--- config.mk ---
export PLATFORM = sky130hd
export DESIGN_NAME = rs232_command_parser_flat
export DESIGN_NICKNAME = d
export VERILOG_FILES = /design/src/rtl/rs232_command_parser_if.sv /design/src/rtl/rs232_command_parser.sv /design/src/flat_wrapper.sv
export SDC_FILE = /design/constraint.sdc
export NUM_CORES = 1
export LEC_CHECK = 0
export CAP_MARGIN = 20
export CORE_MARGIN = 3
export CORE_UTILIZATION = 35
export CTS_BUF_LIST = sky130_fd_sc_hd__clkbuf_8
export CTS_CLUSTER_SIZE = 16
export DETAILED_ROUTE_END_ITERATION = 8
export PLACE_DENSITY_LB_ADDON = 0.05
export SLEW_MARGIN = 20
export SYNTH_ARGS = -nofsm -noshare
export SYNTH_HDL_FRONTEND = slang
export SYNTH_SLANG_ARGS = --single-unit
--- constraint.sdc ---
create_clock -name clock -period 4.1 [get_ports clock]
set_input_delay 0.82 -clock clock [delete_from_list [all_inputs] [get_ports clock]]
set_output_delay 0.82 -clock clock [all_outputs]
set_load 0.03 [all_outputs]
--- src/rtl/rs232_command_parser_if.sv ---
// Signal bundle between the command parser and its neighbours: the UART
// receiver (rx_*), the local register bus (reg_*), the transmit FIFO (tx_fifo_*)
// and the status flags. The parser is the master of the register bus and the
// FIFO; the slave modport is the environment side (receiver, registers, FIFO).
interface rs232_command_parser_if;
  logic [7:0] rx_byte;
  logic       rx_valid;
  logic [7:0] reg_addr;
  logic [7:0] reg_wdata;
  logic       reg_write;
  logic       reg_read;
  logic [7:0] reg_rdata;
  logic [7:0] tx_fifo_data;
  logic       tx_fifo_write;
  logic       tx_fifo_full;
  logic       busy;
  logic       frame_error;
  logic       overrun;

  modport master (
    input  rx_byte,
    input  rx_valid,
    input  reg_rdata,
    input  tx_fifo_full,
    output reg_addr,
    output reg_wdata,
    output reg_write,
    output reg_read,
    output tx_fifo_data,
    output tx_fifo_write,
    output busy,
    output frame_error,
    output overrun
  );

  modport slave (
    output rx_byte,
    output rx_valid,
    output reg_rdata,
    output tx_fifo_full,
    input  reg_addr,
    input  reg_wdata,
    input  reg_write,
    input  reg_read,
    input  tx_fifo_data,
    input  tx_fifo_write,
    input  busy,
    input  frame_error,
    input  overrun
  );
endinterface

--- src/rtl/rs232_command_parser.sv ---
// Byte-level command parser: assembles 5-byte frames (A5 CMD ADDR DATA CHK),
// performs one register read or write, and pushes a 4-byte response
// (5A STATUS RDATA RCHK) into the transmit FIFO.
//
// state   | meaning
// --------+-----------------------------------------------------------
// HUNT    | idle, waiting for the 0xA5 sync byte
// CMD     | waiting for the command byte
// ADDR    | waiting for the address byte
// DATA    | waiting for the data byte
// CHK     | waiting for the checksum byte
// EXEC    | checksum/command decode, issue the bus strobe
// RDWAIT  | capture read data returned one cycle after reg_read
// RESP    | push response bytes 0..3, stalling while the FIFO is full
module rs232_command_parser #(
  parameter int TIMEOUT_CYCLES = 4096,
  parameter int TIMEOUT_WIDTH  = 13
) (
  input logic                  clock,
  input logic                  reset,
  rs232_command_parser_if.master bus
);

  localparam logic [7:0] SYNC_BYTE  = 8'hA5;
  localparam logic [7:0] RESP_BYTE  = 8'h5A;
  localparam logic [7:0] CMD_WRITE  = 8'h01;
  localparam logic [7:0] CMD_READ   = 8'h02;
  localparam logic [7:0] ST_OK      = 8'h00;
  localparam logic [7:0] ST_BAD_CHK = 8'h01;
  localparam logic [7:0] ST_BAD_CMD = 8'h02;

  localparam logic [TIMEOUT_WIDTH-1:0] TIMEOUT_LIMIT = TIMEOUT_WIDTH'(TIMEOUT_CYCLES);

  typedef enum logic [2:0] {
    S_HUNT,
    S_CMD,
    S_ADDR,
    S_DATA,
    S_CHK,
    S_EXEC,
    S_RDWAIT,
    S_RESP
  } state_t;

  state_t state_q;
  state_t state_d;

  logic [7:0] cmd_q;
  logic [7:0] addr_q;
  logic [7:0] data_q;
  logic [7:0] chk_q;
  logic [7:0] status_q;
  logic [7:0] rdata_q;
  logic [1:0] idx_q;
  logic [7:0] reg_addr_q;
  logic [7:0] reg_wdata_q;
  logic       overrun_q;
  logic [TIMEOUT_WIDTH-1:0] timer_q;

  logic [7:0] frame_sum;
  logic       sum_ok;
  logic       is_write;
  logic       is_read;
  logic       in_frame;
  logic       timeout_hit;
  logic       push;
  logic       drop_byte;

  // 8-bit checksum of the captured frame body; carries fall off naturally.
  assign frame_sum = cmd_q + addr_q + data_q;
  assign sum_ok    = (frame_sum == chk_q);
  assign is_write  = (cmd_q == CMD_WRITE);
  assign is_read   = (cmd_q == CMD_READ);

  assign in_frame  = (state_q == S_CMD) || (state_q == S_ADDR) ||
                     (state_q == S_DATA) || (state_q == S_CHK);

  // A byte arriving on the expiry cycle wins over the abort.
  assign timeout_hit = in_frame && (timer_q == TIMEOUT_LIMIT) && !bus.rx_valid;

  assign push      = (state_q == S_RESP) && !bus.tx_fifo_full;

  assign drop_byte = bus.rx_valid &&
                     ((state_q == S_EXEC) || (state_q == S_RDWAIT) || (state_q == S_RESP));

  // State register.
  always_ff @(posedge clock) begin
    if (reset) begin
      state_q <= S_HUNT;
    end else begin
      state_q <= state_d;
    end
  end

  // Next-state decode.
  always_comb begin
    state_d = state_q;
    case (state_q)
      S_HUNT: begin
        if (bus.rx_valid && (bus.rx_byte == SYNC_BYTE)) begin
          state_d = S_CMD;
        end
      end
      S_CMD: begin
        if (bus.rx_valid) begin
          state_d = S_ADDR;
        end else if (timeout_hit) begin
          state_d = S_HUNT;
        end
      end
      S_ADDR: begin
        if (bus.rx_valid) begin
          state_d = S_DATA;
        end else if (timeout_hit) begin
          state_d = S_HUNT;
        end
      end
      S_DATA: begin
        if (bus.rx_valid) begin
          state_d = S_CHK;
        end else if (timeout_hit) begin
          state_d = S_HUNT;
        end
      end
      S_CHK: begin
        if (bus.rx_valid) begin
          state_d = S_EXEC;
        end else if (timeout_hit) begin
          state_d = S_HUNT;
        end
      end
      S_EXEC: begin
        if (sum_ok && is_read) begin
          state_d = S_RDWAIT;
        end else begin
          state_d = S_RESP;
        end
      end
      S_RDWAIT: begin
        state_d = S_RESP;
      end
      S_RESP: begin
        if (push && (idx_q == 2'd3)) begin
          state_d = S_HUNT;
        end
      end
      default: begin
        state_d = S_HUNT;
      end
    endcase
  end

  // Output decode: strobes, FIFO push and response byte selection.
  always_comb begin
    bus.busy          = (state_q != S_HUNT);
    bus.reg_write     = (state_q == S_EXEC) && sum_ok && is_write;
    bus.reg_read      = (state_q == S_EXEC) && sum_ok && is_read;
    bus.tx_fifo_write = push;
    bus.frame_error   = timeout_hit;
    bus.tx_fifo_data  = 8'h00;
    if (state_q == S_RESP) begin
      case (idx_q)
        2'd0:    bus.tx_fifo_data = RESP_BYTE;
        2'd1:    bus.tx_fifo_data = status_q;
        2'd2:    bus.tx_fifo_data = rdata_q;
        default: bus.tx_fifo_data = status_q + rdata_q;
      endcase
    end
  end

  assign bus.reg_addr  = reg_addr_q;
  assign bus.reg_wdata = reg_wdata_q;
  assign bus.overrun   = overrun_q;

  // Frame byte capture and inter-byte timeout counter.
  always_ff @(posedge clock) begin
    if (reset) begin
      cmd_q   <= 8'h00;
      addr_q  <= 8'h00;
      data_q  <= 8'h00;
      chk_q   <= 8'h00;
      timer_q <= '0;
    end else begin
      if (bus.rx_valid) begin
        case (state_q)
          S_CMD:   cmd_q  <= bus.rx_byte;
          S_ADDR:  addr_q <= bus.rx_byte;
          S_DATA:  data_q <= bus.rx_byte;
          S_CHK:   chk_q  <= bus.rx_byte;
          default: ;
        endcase
      end
      // HUNT keeps the counter at zero, so CMD is always entered fresh.
      if (!in_frame || bus.rx_valid) begin
        timer_q <= '0;
      end else begin
        timer_q <= timer_q + TIMEOUT_WIDTH'(1);
      end
    end
  end

  // Bus address/data holding registers. They are loaded on the CHK byte edge
  // so they are already stable during the EXEC strobe cycle, and only for
  // frames that will actually strobe, so they hold between strobes.
  always_ff @(posedge clock) begin
    if (reset) begin
      reg_addr_q  <= 8'h00;
      reg_wdata_q <= 8'h00;
    end else if ((state_q == S_CHK) && bus.rx_valid && (bus.rx_byte == frame_sum)) begin
      if (is_write) begin
        reg_addr_q  <= addr_q;
        reg_wdata_q <= data_q;
      end else if (is_read) begin
        reg_addr_q  <= addr_q;
      end
    end
  end

  // Response status/data, byte index and sticky overrun flag.
  always_ff @(posedge clock) begin
    if (reset) begin
      status_q  <= 8'h00;
      rdata_q   <= 8'h00;
      idx_q     <= 2'd0;
      overrun_q <= 1'b0;
    end else begin
      case (state_q)
        S_EXEC: begin
          idx_q <= 2'd0;
          if (!sum_ok) begin
            status_q <= ST_BAD_CHK;
            rdata_q  <= 8'h00;
          end else if (is_write) begin
            status_q <= ST_OK;
            rdata_q  <= data_q;
          end else if (is_read) begin
            status_q <= ST_OK;
            rdata_q  <= 8'h00;
          end else begin
            status_q <= ST_BAD_CMD;
            rdata_q  <= 8'h00;
          end
        end
        S_RDWAIT: begin
          rdata_q <= bus.reg_rdata;
        end
        S_RESP: begin
          if (push) begin
            idx_q <= idx_q + 2'd1;
          end
        end
        default: ;
      endcase
      if (drop_byte) begin
        overrun_q <= 1'b1;
      end
    end
  end

endmodule

--- src/flat_wrapper.sv ---
// flat-port wrapper written by rule: the top's interface ports become plain ports
module rs232_command_parser_flat 
#(
  parameter int TIMEOUT_CYCLES = 4096,
  parameter int TIMEOUT_WIDTH  = 13
)
  (clock, reset, bus_rx_byte, bus_rx_valid, bus_reg_rdata, bus_tx_fifo_full, bus_reg_addr, bus_reg_wdata, bus_reg_write, bus_reg_read, bus_tx_fifo_data, bus_tx_fifo_write, bus_busy, bus_frame_error, bus_overrun);
  rs232_command_parser_if bus_i ();
  input logic clock;
  input logic reset;
  input wire logic [$bits(bus_i.rx_byte)-1:0] bus_rx_byte;
  input wire logic [$bits(bus_i.rx_valid)-1:0] bus_rx_valid;
  input wire logic [$bits(bus_i.reg_rdata)-1:0] bus_reg_rdata;
  input wire logic [$bits(bus_i.tx_fifo_full)-1:0] bus_tx_fifo_full;
  output wire logic [$bits(bus_i.reg_addr)-1:0] bus_reg_addr;
  output wire logic [$bits(bus_i.reg_wdata)-1:0] bus_reg_wdata;
  output wire logic [$bits(bus_i.reg_write)-1:0] bus_reg_write;
  output wire logic [$bits(bus_i.reg_read)-1:0] bus_reg_read;
  output wire logic [$bits(bus_i.tx_fifo_data)-1:0] bus_tx_fifo_data;
  output wire logic [$bits(bus_i.tx_fifo_write)-1:0] bus_tx_fifo_write;
  output wire logic [$bits(bus_i.busy)-1:0] bus_busy;
  output wire logic [$bits(bus_i.frame_error)-1:0] bus_frame_error;
  output wire logic [$bits(bus_i.overrun)-1:0] bus_overrun;
  assign bus_i.rx_byte = bus_rx_byte;
  assign bus_i.rx_valid = bus_rx_valid;
  assign bus_i.reg_rdata = bus_reg_rdata;
  assign bus_i.tx_fifo_full = bus_tx_fifo_full;
  assign bus_reg_addr = bus_i.reg_addr;
  assign bus_reg_wdata = bus_i.reg_wdata;
  assign bus_reg_write = bus_i.reg_write;
  assign bus_reg_read = bus_i.reg_read;
  assign bus_tx_fifo_data = bus_i.tx_fifo_data;
  assign bus_tx_fifo_write = bus_i.tx_fifo_write;
  assign bus_busy = bus_i.busy;
  assign bus_frame_error = bus_i.frame_error;
  assign bus_overrun = bus_i.overrun;
  rs232_command_parser #(.TIMEOUT_CYCLES(TIMEOUT_CYCLES), .TIMEOUT_WIDTH(TIMEOUT_WIDTH)) u_core (.clock(clock), .reset(reset), .bus(bus_i));
endmodule
After elaboration in Yosys (flattened, before gate mapping)
Cells that the tools add are included.
Operators by class
  muxes and demuxes: 21
  eq/ne operators: 19
  reduce and logical (&&, ||, !) cells: 36
  add/subtract/negate cells: 5
Operators with widths (count)
  $mux W8: 7
  $add A8 B8 Y8: 3
  $pmux W3 S8: 1
  $pmux W8 S3: 1
  $mux W3: 7
  $eq A8 B8 Y1: 2
  $pmux W8 S2: 1
  $reduce_and A2 Y1: 8
  $add A13 B1 Y13 const B: 1
  $eq A13 B13 Y1 const B: 1
  $eq A3 B3 Y1 const B: 4
  $logic_and A1 B1 Y1: 12
  $eq A8 B1 Y1 const B: 1
  $eq A8 B2 Y1 const B: 1
  $eq A8 B8 Y1 const B: 1
  $eq A3 B2 Y1 const B: 2
  $logic_or A1 B1 Y1: 6
  $reduce_bool A2 Y1: 3
  $eq A2 B2 Y1 const B: 2
  $mux W2: 2
  $ne A2 B1 Y1 const B: 2
  $pmux W2 S2: 1
  $eq A3 B1 Y1 const B: 1
  $logic_not A1 Y1: 3
  other kinds (8): 8
Storage, ports and cells
  output and inout port bits: 30
  bits in registers: 83
  input port bits: 20
  logic and storage cells: 93

Depth between registers and ports, before layout
Gate-level depths: netlist of the first run.
  depth in word-level cells: 9
  gate-level depth with buffers: 13
  gate-level depth less buffers: 12

Least setup slack after synthesis of the first run
Ideal clock, no wire load.
  path kind: flip-flop to output port
  start: register u_core.data_q[1]
  end: output port bus_reg_read
  setup slack: -0.321 ns
  arrival time: 3.601 ns
  cell stages (with the launch flop): 13
  path buffers: 1
  data required time: 3.280 ns
  cell sequence: dfxtp_1 -> inv_1 -> fa_1 -> inv_1 -> ha_1 -> inv_1 -> fa_1 -> nor2b_1 -> o22ai_2 -> xnor3_1 -> or4_4 -> clkbuf_1 -> nor4_1
Between the ends
  longest elaborated chain between the ends: 4
Ends and longest elaborated chain
  from (decl): RTL line rs232_command_parser.sv:50  | logic [7:0] data_q;
  from (signal assigned): RTL line rs232_command_parser.sv:188  | S_DATA: data_q <= bus.rx_byte;
  $add A8 B8 Y8: RTL line rs232_command_parser.sv:70  | assign frame_sum = cmd_q + addr_q + data_q;
  $eq A8 B8 Y1: RTL line rs232_command_parser.sv:71  | assign sum_ok = (frame_sum == chk_q);
  $logic_and A1 B1 Y1 (2 in series): RTL line rs232_command_parser.sv:157  | bus.reg_read = (state_q == S_EXEC) && sum_ok && is_read;
  to (decl): RTL line flat_wrapper.sv:18  | output wire logic [$bits(bus_i.reg_read)-1:0] bus_reg_read;
No other way between the ends.

Final worst setup path of the first run
  start: register u_core.cmd_q[1]
  end: output port bus_reg_read
Between the ends
  longest elaborated chain between the ends: 5
  elaborated cells on any way between the ends: 6
  those cells by class: add/sub (2); eq/ne (2); reduce/logical (2)
Ends and longest elaborated chain
  from (decl): RTL line rs232_command_parser.sv:48  | logic [7:0] cmd_q;
  from (signal assigned): RTL line rs232_command_parser.sv:186  | S_CMD: cmd_q <= bus.rx_byte;
  $add A8 B8 Y8 (2 in series): RTL line rs232_command_parser.sv:70
  $eq A8 B8 Y1: RTL line rs232_command_parser.sv:71
  $logic_and A1 B1 Y1: RTL line rs232_command_parser.sv:157
  $logic_and A1 B1 Y1 (*): RTL line rs232_command_parser.sv:157
Every way passes the cells marked *; elsewhere a longest branch is shown, timed or not.

==> implementation parameters, run 1 <==
Parameter                              Value

Synth
  Count of flip-flops with a built-in enable after synthesis    0
  Portion of the post-synthesis area used by sequential elements    34.8%
  Number of instances in the synthesized netlist    520
  Synth async-reset ratio    0%
  Post-synthesis cell type count    58
  Net count after synthesis    564
  Primary FF master, synth    dfxtp_1
  Flop and latch count out of synthesis    77
  Mapped cell area    roughly 4400 um2
  Yosys synthesis warning count    0
  Mean instance size in the synthesized netlist    roughly 8.5 um2

Job
  Max-cap violations    0

Route
  Final Routed Wirelength    between 10 and 15 mm
  Vias after detailed routing    3824
  Remaining antenna violation count    0
  Count of routing violations after the opening detailed-route iteration    202
  WL per Instance    17.0 um
  Routed vias/inst    5.18
  Detailed-route DRC error count    0
  DRT Pass-1 Iters    4

CTS
  Clock root buffer    clkbuf_8
  Worst skew pair latency    about 0.37 ns
  Cts hold-fix bufs    0
  CTS tree    yes
  H-tree Lvls    3
  Clock buffers created by TritonCTS    9
  Clock-pin slew on the worst setup and hold paths    0.09 ns
  CTS sink cnt    77
  Worst-case clock buffer depth    2

Pwr
  Cell Pwr Density    247 nW/um2
  Leakage component of the power    1.92 nW
  Total power draw    roughly 0.0013 W
  Pint    a little under 0.001 W
  Combinational cell fraction of total power    5.7%
  Clock Power Share    a little under two fifths
  Switching portion of total power    between 20% and 30%
  Switching power    0.000340 W
  Sequential group share of total power    approximately 56%
  Worst VDD drop    around 0.14 mV

Floorplan
  Starting density of the core    between 30% and 40%
  Core area    12200 um2
  Area of the die    14000 um2
  Die width    118 um
  Ports    50
  Die extent in y    118 um
  Number of core rows    40

Final layout
  Fraction of layout cells with a size suffix above 1    9.82%
  Commonest non-fill, non-tap cells in the layout    75 x dfxtp_1, 64 x nor2_1, 56 x a21oi_1
  Most common library cell in the layout ignoring fill and taps    dfxtp_1
  Area growth, synth to finish    21.3%
  Antenna cells    0
  Final nets    a little over 600

STA
  RSZ-0062 raised after global routing    true
  Tightest slew margin relative to the limit    44.0%
  Final setup violating endpoints    2
  Final Hold Fails    0
  Fmax    about 240 MHz
  Clock Skew    0.0158 ns
  Crit path setup slack, layout    -0.0148 ns
  Tightest hold margin    approximately 0.47 ns
  Final critical-path required period    4.11 ns
  Setup TNS    -0.0266 ns
  Tcrit/Tclk final    100%
  Slew Viols, Final    0
  Transition time at the pin with the least slew margin    0.840 ns

Run status
  Violations in the final reports    setup timing
  Run status    complete, but fails checks

Worst setup path
  Type of the worst setup path    flip-flop to output pin
  Max stage delay cell, worst path    or4_4
  Worst endpoint required time    around 3.3 ns
  Arrival time of the worst setup path    3.29 ns
  CP max FO    3
  Worst setup path startpoint    u_core.cmd_q[1]
  Worst R2R Start    u_core.cmd_q[1]
  Sequence of cells on the critical path    inv_1, fa_1, inv_1, ha_2, inv_2, fa_2, nor2b_4, o22ai_2, xnor3_1, or4_4, nor4_4, buf_6
  Cell repeated most along the worst path    inv_1
  Critical Path Source Type    flip-flop
  Worst setup EP type    output pin
  Critical Path Max Stage Delay    between 0.5 and 0.6 ns

GRT
  Global-route usage over all layers    18.1%
  Total congestion overflow after global routing    0
  Number of antenna violations at the first check in global routing    0
  Vias in the first global route    3770
  Pin count of the biggest net entering global routing    56
  Global-route wire length before repair    20.2 mm

Hold path
  Worst min-delay path class    flip-flop to flip-flop
  Critical hold path startpoint    u_core.chk_q[4]

Placement
  Count of buffers inserted at the top-level ports    around 50
  Routability congestion estimate from global placement    about 0.81
  Placed wire-length estimate after detailed placement    9.12 mm
synthesized netlist by cell type (6+ instances only):
cell | instances | share of area (%)
a21oi_1 | 57 | 6.4
and3_1 | 8 | 1.1
clkbuf_1 | 26 | 2.2
dfxtp_1 | 77 | 35
fa_1 | 9 | 4.1
ha_1 | 15 | 4.2
inv_1 | 18 | 1.5
mux2i_1 | 14 | 3.2
nand2_1 | 45 | 3.8
nand3_1 | 13 | 1.5
nand4_1 | 19 | 2.7
nor2_1 | 64 | 5.4
nor2b_1 | 9 | 1.3
o2111ai_1 | 7 | 1.4
o21ai_0 | 17 | 1.9
o2bb2ai_1 | 6 | 1.2
o31ai_1 | 16 | 2.7
xnor2_1 | 21 | 4.2
xor2_1 | 14 | 2.8
power by group through the flow:
stage / Clock, W / Combinational (W) / Sequential (W)
after global routing: 0.000548 / 0.0000812 / 0.000748
final: 0.000505 / 0.0000752 / 0.000748
after CTS: 0.000520 / 0.0000760 / 0.000748
after detailed placement: 0 / 0.0000754 / 0.000766
after floorplan: 0 / 0.0000355 / 0.000765
after global placement: 0 / 0.0000745 / 0.000766
what timing repair did:
| action | CTS | global route |
|---|---|---|
| buffers inserted | 2 | 2 |
| setup endpoints to repair | 2 | 2 |
| endpoints found under the hold margin | 0 | 0 |
| pin swaps | 6 | 1 |
| resized for setup | 12 | 6 |
| gates cloned | 0 | 0 |
critical path, delay by kind of cell (launching register included):
kind	cells	cell delay [ns]
DFF	1	0.33
adders and majority gates	3	1.06
AOI/OAI and AO/OA	1	0.09
xor gates and xnor gates	1	0.20
buffers and inverters	4	0.38
and+or+nand+nor	3	0.88
sequential cells by signal, indices dropped and copies added, names as in the netlist:
name and count:
u_core.bus.reg_addr 8, u_core.bus.overrun 1, u_core.idx_q 2, u_core.status_q 2
u_core.addr_q 8, u_core.data_q 8, u_core.timer_q 13, u_core.cmd_q 8
u_core.state_q 3, u_core.bus.reg_wdata 8, u_core.chk_q 8, u_core.rdata_q 8
cell type report:
class                      count  area, um2
multi-input combinational    394       2770
clock buffer                   9        124
clock inverter                 6       35.0
timing repair buffer          65        608
inverter                      19       71.3
fill                        1215       6800
tap                          168        210
sequential                    77       1540
metal layers:
metal | wire length, um | vias to the layer above | track usage, %
met5 | 0 | - | 0
met4 | 163 | 0 | 7.02
met3 | 719 | 10 | 3.44
met2 | 5500 | 86 | 27.0
met1 | 6140 | 1787 | 26.0
li1 | - | 1941 | -
cells by family after synthesis:
kind of cell / share of synthesized area, %
simple gates: 21.5
compound gates: 17.5
flops: 34.8
buf+inv: 4.24
xor+xnor: 10.0
fa+ha+maj: 8.31
mux: 3.68
final timing paths:
| path | end | slack, ns | depth (start not counted) |
|---|---|---|---|
| setup / recovery | bus_reg_read | -0.01 | 12 |
| hold reg to reg | u_core.chk_q[4] | 0.47 | 2 |
| setup reg to reg | u_core.rdata_q[6] | 0.59 | 13 |
| hold / removal | u_core.chk_q[4] | 0.47 | 2 |
metrics by stage:
step                instance area, um2  setup slack (ns)  instances  util (%)
floorplan                         4430            -0.321        520         -
global placement                  5090             0.334        719      41.9
detailed placement                5100             0.251        719      42.0
CTS                               5320           -0.0267        736      43.7
global route                      5370            -0.151        738      44.1
finish                            5370           -0.0148        738      44.1
(Power assumes the default switching activity.)
==> run 2: changes to the inputs <==
CTS_BUF_LIST = sky130_fd_sc_hd__clkbuf_4 sky130_fd_sc_hd__clkbuf_8   (was sky130_fd_sc_hd__clkbuf_8)
==> run 2 against run 1 <==
The run still ends with setup timing left. Flip-flop and latch count unchanged. Die area unchanged. Fmax stayed put.
==> implementation parameters, run 2 (synthesis gave the netlist of run 1 again) <==
Parameter                              Value

Final layout
  Largest Register    u_core.timer_q
  Fraction of layout cells with a size suffix above 1    10.4% (+0.53 points)
  Commonest non-fill, non-tap cells in the layout    75 x dfxtp_1, 64 x nor2_1, 56 x a21oi_1
  Fill cell count    1213 (-0.16%)
  Antenna cells    0 (unchanged)
  Final nets    610 (unchanged)
  Area growth, synth to finish    21.5%
  Most common library cell in the layout ignoring fill and taps    dfxtp_1
  Final std cells w/o fill    738 (unchanged)
  Flip-flop count of the largest register after layout    13 (unchanged)
  Final core occ    44.2% (+0.093 points)

Pwr
  Combinational cell fraction of total power    5.5% (-0.2 points)
  Worst VDD drop    0.141 mV (about the same)
  Cell Pwr Density    252 nW/um2 (+1.8%)
  Clock Power Share    39.2% (+1.2 points)
  Leakage component of the power    1.92 nW (-0.11%)
  Pint    0.00102 W (+2.8%)
  Sequential group share of total power    55.2% (-1.1 points)
  Switching power    0.000339 W (-0.10%)
  Switching portion of total power    25.0% (-0.53 points)

Worst setup path
  Reg-to-reg setup timing slack    0.59 ns (about the same)
  Number of buffer and inverter stages on the critical path    4 (unchanged)
  Cell repeated most along the worst path    inv_1
  R2R depth    13 (unchanged)
  Worst endpoint required time    3.28 ns (about the same)
  CP max FO    3 (unchanged)
  Max stage delay cell, worst path    or4_4
  Number of gates on the worst path with buffers counted    12 (unchanged)
  Worst setup EP type    output pin
  Type of the worst setup path    flip-flop to output pin
  Critical Path Source Type    flip-flop
  Critical Path Max Stage Delay    0.57 ns (about the same)
  Worst R2R Start    u_core.cmd_q[1]
  Sequence of cells on the critical path    inv_1, fa_1, inv_1, ha_2, inv_2, fa_2, nor2b_4, o22ai_2, xnor3_1, or4_4, nor4_4, buf_6
  Top delay family on crit path    adder cells
  Arrival time of the worst setup path    3.29 ns (about the same)
  R2r endpoint    u_core.rdata_q[6]

Hold path
  Critical hold path startpoint    u_core.chk_q[4]
  Worst Hold Endpoint    u_core.chk_q[4]
  Worst min-delay path class    flip-flop to flip-flop
  Instance count along the most critical hold path    2 (unchanged)

STA
  Fmax    243 MHz (unchanged)
  Tightest slew margin relative to the limit    44.0% (unchanged)
  Tcrit/Tclk final    100% (about the same)
  Final Hold Fails    0 (unchanged)
  Slew Viols, Final    0 (unchanged)
  Transition time at the pin with the least slew margin    0.840 ns (unchanged)
  Final critical-path required period    4.11 ns (-0.000000900 ns)
  RSZ-0062 raised after global routing    true
  Clock Skew    0.0158 ns (unchanged)
  Crit path setup slack, layout    -0.0148 ns (+0.000000900 ns)
  Final setup violating endpoints    2 (unchanged)

Job
  Max-cap violations    0 (unchanged)

Floorplan
  Die extent in y    118 um (unchanged)
  Starting density of the core    36.4% (unchanged)
  Die width    118 um (unchanged)
  Number of core rows    40 (unchanged)
  Ports    50 (unchanged)
  Area of the die    14000 um2 (unchanged)
  Core area    12200 um2 (unchanged)

GRT
  Global-route wire length before repair    20.2 mm (unchanged)
  Global-route usage over all layers    18.1% (unchanged)
  Pin count of the biggest net entering global routing    56 (unchanged)
  Total congestion overflow after global routing    0 (unchanged)
  Vias in the first global route    3770 (unchanged)
  Number of antenna violations at the first check in global routing    0 (unchanged)

CTS
  CTS sink cnt    77 (unchanged)
  Clock buffers created by TritonCTS    9 (unchanged)
  H-tree Lvls    3 (unchanged)
  Worst skew pair latency    0.37 ns (about the same)
  Worst-case clock buffer depth    2 (unchanged)
  Clock root buffer    clkbuf_8
  Clock-pin slew on the worst setup and hold paths    0.09 ns (about the same)
  CTS tree    yes

Run status
  Run status    complete, but fails checks
  Violations in the final reports    setup timing

Placement
  Routability congestion estimate from global placement    0.812 (unchanged)
  Placed cells    719 (unchanged)
  Placed wire-length estimate after detailed placement    9.12 mm (unchanged)
  Count of buffers inserted at the top-level ports    49 (unchanged)
  Setup WS pre-CTS    0.251 ns (unchanged)

Route
  Final Routed Wirelength    12.5 mm (unchanged)
  Vias after detailed routing    3824 (unchanged)
  Routed vias/inst    5.18 (unchanged)
  WL per Instance    17.0 um (unchanged)
  DRT Pass-1 Iters    4 (unchanged)
  Remaining antenna violation count    0 (unchanged)
  Count of routing violations after the opening detailed-route iteration    202 (unchanged)
  Detailed-route DRC error count    0 (unchanged)
==> run 2: cell count changes in the layout (fill, tap and decap cells not counted) <==
cell,delta
clkbuf_4,+3
inv_1,-3
==> run 2: power groups by stage <==
| stage | logic, W | clock network (W) | registers, W |
|---|---|---|---|
| after floorplan | 0.0000355 | 0 | 0.000765 |
| after global placement | 0.0000745 | 0 | 0.000766 |
| after detailed placement | 0.0000754 | 0 | 0.000766 |
| after CTS | 0.0000760 | 0.000547 | 0.000748 |
| after global routing | 0.0000812 | 0.000575 | 0.000748 |
| final | 0.0000752 | 0.000532 | 0.000748 |
==> run 2: layout make-up <==
cell class	instances	area [um2]	area share, %
Clock inverter	3	23.8	0.442
Clock buffer	12	146	2.72
Multi-Input combinational cell	394	2770	51.6
Tap cell	168	210	3.91
Inverter	19	71.3	1.33
Timing Repair Buffer	65	608	11.3
Sequential cell	77	1540	28.7
==> run 2: stage by stage <==
stage,setup TNS (ns),instance area [um2],total power (W),hold slack [ns]
finish,-0.0266,5380,0.00135,0.471
floorplan,-0.642,4430,0.000801,0.437
global route,-0.282,5380,0.00140,0.484
CTS,-0.0309,5330,0.00137,0.472
detailed placement,0,5100,0.000841,0.460
global placement,0,5090,0.000840,0.451
==> run 2: layer usage <==
metal	share of wire [%]	GRT usage, %	wire length [um]
met1	49	26.0	6140
met2	44	27.0	5500
met3	5.7	3.44	719
met4	1.3	7.02	163
met5	0	0	0
==> run 2: worst max path at each step <==
stage | from | end | slack [ns]
6_report | u_core.cmd_q[1] | bus_reg_read | -0.01
5_1_grt | u_core.addr_q[1] | bus_reg_write | -0.15
2_1_floorplan | u_core.data_q[1] | bus_reg_read | -0.32
4_1_cts | u_core.addr_q[1] | bus_reg_write | -0.03
3_3_place_gp | u_core.data_q[1] | bus_reg_read | 0.33
3_5_place_dp | u_core.data_q[1] | bus_reg_read | 0.25
==> run 2: worst min-delay path, delay by kind of cell (launching register included) <==
family | cells | cell delay, ns
and+or+nand+nor | 1 | 0.05
AOI/OAI and AO/OA | 1 | 0.05
DFF | 1 | 0.33
==> run 2: what timing repair did <==
action | CTS | global route
setup endpoints to repair | 2 | 2
buffers inserted | 2 | 2
gates resized for setup | 12 | 6
pin swaps | 6 | 1
hold buffers | 0 | 0
